===== src/rtl/inst_fetch_axi.sv =====
// Instruction-fetch stage: owns the PC and fetches one 32-bit word at a time over an
// AXI-Lite read master, handing {pc, inst} to IF/ID through a valid/ready register.
module inst_fetch_axi #(
  parameter int                ADDR_W   = 32,
  parameter int                DATA_W   = 32,
  parameter logic [ADDR_W-1:0] RESET_PC = '0
) (
  input  logic              clk,
  input  logic              rst_n,
  input  logic              redirect_valid,
  input  logic [ADDR_W-1:0] redirect_pc,
  output logic [ADDR_W-1:0] m_araddr,
  output logic [2:0]        m_arprot,
  output logic              m_arvalid,
  input  logic              m_arready,
  input  logic [DATA_W-1:0] m_rdata,
  input  logic [1:0]        m_rresp,
  input  logic              m_rvalid,
  output logic              m_rready,
  output logic              if_valid,
  input  logic              if_ready,
  output logic [ADDR_W-1:0] if_pc,
  output logic [DATA_W-1:0] if_inst,
  output logic              if_err
);

  // IDLE: post-reset | AR: address phase | R: data phase | HOLD: output reg full, no fetch
  typedef enum logic [1:0] {S_IDLE, S_AR, S_R, S_HOLD} state_t;

  state_t            r_state, w_state_n;
  logic [ADDR_W-1:0] r_pc, w_pc_n;
  logic [ADDR_W-1:0] r_araddr;
  logic              r_kill, w_kill_n;
  logic              r_if_valid, w_if_valid_n;
  logic [ADDR_W-1:0] r_if_pc, w_if_pc_n;
  logic [DATA_W-1:0] r_if_inst, w_if_inst_n;
  logic              r_if_err, w_if_err_n;
  logic              w_xfer;
  logic              w_rready;
  logic              w_rdone;
  logic [ADDR_W-1:0] w_redir_pc;

  assign w_xfer     = r_if_valid & if_ready;
  assign w_redir_pc = redirect_pc & {{(ADDR_W-2){1'b1}}, 2'b00};
  // Data is only accepted when it cannot overwrite an unconsumed output word.
  assign w_rready   = (r_state == S_R) & (r_kill | redirect_valid | ~r_if_valid | if_ready);
  assign w_rdone    = m_rvalid & w_rready;

  always_comb begin
    w_state_n    = r_state;
    w_pc_n       = r_pc;
    w_kill_n     = r_kill;
    w_if_valid_n = r_if_valid & ~w_xfer;
    w_if_pc_n    = r_if_pc;
    w_if_inst_n  = r_if_inst;
    w_if_err_n   = r_if_err;

    case (r_state)
      S_IDLE: w_state_n = S_AR;
      S_AR: begin
        if (m_arready) w_state_n = S_R;
      end
      S_R: begin
        if (w_rdone) begin
          if (r_kill) begin
            w_kill_n  = 1'b0;
            w_state_n = S_AR;
          end else begin
            w_if_valid_n = 1'b1;
            w_if_pc_n    = r_pc;
            w_if_inst_n  = (m_rresp == 2'b00) ? m_rdata : '0;
            w_if_err_n   = (m_rresp != 2'b00);
            w_pc_n       = r_pc + ADDR_W'(4);
            w_state_n    = if_ready ? S_AR : S_HOLD;
          end
        end
      end
      S_HOLD: begin
        if (w_xfer) w_state_n = S_AR;
      end
      default: w_state_n = S_IDLE;
    endcase

    if (redirect_valid) begin
      w_pc_n       = w_redir_pc;
      w_if_valid_n = 1'b0;
      w_if_err_n   = 1'b0;
      case (r_state)
        S_IDLE, S_HOLD: begin
          w_state_n = S_AR;
          w_kill_n  = 1'b0;
        end
        S_AR: w_kill_n = 1'b1;
        S_R: begin
          if (w_rdone) begin
            w_state_n = S_AR;
            w_kill_n  = 1'b0;
          end else begin
            w_kill_n  = 1'b1;
          end
        end
        default: w_kill_n = 1'b0;
      endcase
    end
  end

  always_ff @(posedge clk or negedge rst_n) begin
    if (!rst_n) begin
      r_state    <= S_IDLE;
      r_pc       <= RESET_PC;
      r_araddr   <= RESET_PC;
      r_kill     <= 1'b0;
      r_if_valid <= 1'b0;
      r_if_pc    <= '0;
      r_if_inst  <= '0;
      r_if_err   <= 1'b0;
    end else begin
      r_state    <= w_state_n;
      r_pc       <= w_pc_n;
      // A presented address stays put until accepted, even across a redirect.
      r_araddr   <= (r_state == S_AR) ? r_araddr : w_pc_n;
      r_kill     <= w_kill_n;
      r_if_valid <= w_if_valid_n;
      r_if_pc    <= w_if_pc_n;
      r_if_inst  <= w_if_inst_n;
      r_if_err   <= w_if_err_n;
    end
  end

  assign m_araddr  = r_araddr;
  assign m_arprot  = 3'b100;
  assign m_arvalid = (r_state == S_AR);
  assign m_rready  = w_rready;
  assign if_valid  = r_if_valid;
  assign if_pc     = r_if_pc;
  assign if_inst   = r_if_inst;
  assign if_err    = r_if_err;

endmodule

===== config.mk =====
export PLATFORM = sky130hd
export DESIGN_NAME = inst_fetch_axi
export DESIGN_NICKNAME = d
export VERILOG_FILES = /design/src/rtl/inst_fetch_axi.sv
export SDC_FILE = /design/constraint.sdc
export NUM_CORES = 1
export LEC_CHECK = 0
export BUFFER_PORTS_ARGS = -buffer_cell sky130_fd_sc_hd__buf_2
export CAP_MARGIN = 10
export CELL_PAD_IN_SITES_DETAIL_PLACEMENT = 1
export CELL_PAD_IN_SITES_GLOBAL_PLACEMENT = 1
export CORE_MARGIN = 2
export CORE_UTILIZATION = 39
export DETAILED_ROUTE_END_ITERATION = 10
export GPL_TIMING_DRIVEN = 0
export PLACE_DENSITY = 0.77
export SLEW_MARGIN = 20
export SYNTH_ARGS = -nofsm -noshare
export SYNTH_HDL_FRONTEND = slang
export SYNTH_SLANG_ARGS = --single-unit

===== constraint.sdc =====
create_clock -name clk -period 3.2 [get_ports clk]
set_input_delay 0.32 -clock clk [delete_from_list [all_inputs] [get_ports clk]]
set_output_delay 0.32 -clock clk [all_outputs]
set_load 0.01 [all_outputs]

==> results.py <==
metrics = {
    "critical_path": {
        "critPathLaunchType": "flip-flop",
        "critPathMaxFanout": 8,
        "worstSetupPathType": "reg2reg",
        "crit_required_ps": 3510,
        "worst_setup_path_end_kind": "flip-flop",
        "cp.arrival_ps": 3120,
    },
    "clock_tree": {
        "cts_tree": "yes",
        "cts_setup_buffers": 0,
        "clk_pin_slew_worst_paths_ps": 60,
        "cts_sinks": 133,
        "clk_latency_ps": 420,
        "clockRootBuffer": "clkbuf_16",
        "ctsHtreeMaxLevel": 4,
        "cts-buffers-inserted": 17,
        "clock_path_buffers": 2,
    },
    "detailed_routing": {
        "wl_um": 16500,
        "drtIter0Drc": 140,
        "vias": 4550,
        "antenna_left": 0,
        "first_pass_iters": 4,
        "drc": 0,
        "avgViaCountPerCell": 5.04,
        "wl_per_cell_um": 18.3,
    },
    "global_route": {
        "grt_max_degree": 98,
        "grt_pass1_vias": 5073,
        "grt_pass1_wl_um": 26900,
        "grt_util_all_layers_pct": 21.6,
        "antenna_found_initial": 2,
        "gr-total-overflow": 0,
    },
    "yosys": {
        "synth_edf_count": 0,
        "synthesis.area_sq_um": 5760,
        "synth_cells": 516,
        "async_reset_ff_share_pct": 100,
        "ys_ff_latch": 133,
        "yosysSeqAreaShare_pct": 57.8,
        "postSynthAreaPerCell_sq_um": 11.2,
        "yosys.cell_types.count": 40,
        "synth-main-ff-cell": "dfrtp_1",
        "yosys_warnings": 0,
    },
    "sta": {
        "tns_ps": 0,
        "min_period_over_period_pct": 88.0,
        "setup_viol": 0,
        "slew_headroom_pct": 49.7,
        "finClkSkew_ps": 6.30,
        "period_needed_ps": 2820,
        "max_freq_mhz": 355,
        "tightest_slew_ps": 755,
        "final_hold_viol_count": 0,
        "final_max_slew_viol_count": 0,
        "rsz0062_at_grt": "false",
    },
    "outcome": {
        "outcome": "complete, no violations",
    },
    "power": {
        "powerDensity_nw_per_um2": 927,
        "max-vdd-ir-drop_mv": 0.424,
        "power_leakage_uw": 0.00386,
        "power.total_uw": 6960,
    },
    "floorplanning": {
        "core.rowCount": 44,
        "die_w_um": 126,
        "core_sq_um": 14500,
        "io_pins": 175,
        "die_h_um": 126,
        "die_area_sq_um": 15800,
        "start_util_pct": 39.8,
    },
    "layout": {
        "fin_cells": 903,
        "nNetsFinal": 784,
        "drive_gt1_share_pct": 35.7,
        "final_area_sq_um": 7510,
        "layout_commonest_cell": "buf_2",
        "area_growth_syn_to_layout_pct": 30.4,
        "final_cell_mix": "buf_2 (173), dfrtp_1 (133), nand2_1 (113)",
        "finish.utilization_pct": 51.9,
    },
    "worst_hold_path": {
        "hold_class": "in2reg",
    },
    "placement": {
        "hpwl_um": 12000,
        "routabilityCongestion": 0.869,
        "place_inst": 870,
        "placed_area_sq_um": 6870,
        "port_buffers": 168,
    },
    "flow_run": {
        "max_cap_viol_count": 0,
    },
}
report_power, final:
group          switching [uW]  total, uW  internal, uW
sequential                385       2690          2310
clock                     708       2050          1340
combinational            1200       2230          1020
total                    2290       6960          4670
path summary, 6_finish.rpt:
check                      slack [ps]             startpoint                        to  cells after the start
max                               380   r_state[0]$_DFF_PN0_  m_araddr[23]$_DFFE_PN0N_                      8
min                               120            m_rdata[28]   if_inst[28]$_DFFE_PN0P_                      2
max reg2reg                       380   r_state[0]$_DFF_PN0_  m_araddr[23]$_DFFE_PN0N_                      8
min reg2reg                       470  if_pc[12]$_DFFE_PN0P_     if_pc[12]$_DFFE_PN0P_                      2
max in group asynchronous        2050                  rst_n     if_pc[25]$_DFFE_PN0P_                      3
min in group asynchronous         360                  rst_n    if_inst[0]$_DFFE_PN0P_                      2
layout make-up:
| type | instances | area [sq um] |
|---|---|---|
| antenna | 1 | 2.50 |
| buffer | 30 | 131 |
| clock buffer | 23 | 508 |
| clock inverter | 8 | 120 |
| fill | 1620 | 6970 |
| inverter | 8 | 30.0 |
| multi-input combinational | 346 | 2270 |
| sequential | 133 | 3330 |
| tap | 184 | 230 |
| timing repair buffer | 170 | 888 |
synthesized netlist by cell type, types with 2 or more instances:
library cell	instances	area, sq um
nand2b_1	3	18.8
o21ai_0	12	60.1
mux2_2	38	428
xnor2_1	17	149
buf_2	6	30.0
a22o_1	42	368
conb_1	2	7.51
and2_1	3	18.8
buf_1	5	18.8
and3_1	3	18.8
clkbuf_1	16	60.1
nand4_1	7	43.8
nand3_1	10	50.1
nand4_4	2	42.5
a211oi_1	2	15.0
inv_1	8	30.0
a221o_1	2	20.0
o31ai_1	2	15.0
a21oi_1	5	25.0
nor2_1	28	105
xor2_1	12	105
a21o_1	9	67.6
nand2_1	113	424
nor2b_1	5	31.3
o22ai_1	5	31.3
nor3_1	6	30.0
buf_4	3	22.5
dfrtp_1	133	3330
ha_1	6	75.1
routing by layer:
layer | vias to the layer above | track usage, % | routed length [um]
met3 | 17 | 6.59 | 1080
li1 | 2140 | - | -
met1 | 2241 | 27.8 | 7190
met5 | - | 0 | 7
met2 | 150 | 35.8 | 8090
met4 | 2 | 5.62 | 172
critical path: stages, from the launching register on:
cell and delay [ps]:
dfrtp_1 430, inv_1 120, ha_1 310, nand3b_1 260, nor4_4 530, nand4_1 300, xnor2_1 200, mux2_2 280
mux2_2 270
logic make-up (layout without fill, tap and decap cells):
group,Yosys count,after routing,synth area share (%)
flops,133,133,57.8
xor+xnor,29,29,4.41
mux,39,39,7.60
other cells,2,4,0.130
buf+inv,38,239,2.80
simple gates,188,188,15.2
compound gates,81,81,10.7
fa+ha+maj,6,6,1.30
per-stage QoR:
step	hold slack [ps]	setup slack, ps
2_1_floorplan	24.4	897
3_3_place_gp	449	36.2
3_5_place_dp	213	388
4_1_cts	108	336
5_1_grt	120	190
6_report	122	384
registers in the layout, indices dropped and copies added (netlist names):
name and cells:
if_inst 32, if_pc 32, m_araddr 32, r_pc 32, r_state 2, if_err 1
if_valid 1, r_kill 1
timing repair:
item | CTS | global route
gates resized for setup | 0 | 0
hold endpoints to repair | 36 | 0
setup endpoints to repair | 0 | 0
hold buffers | 1 | 0
(Power assumes the default switching activity.)
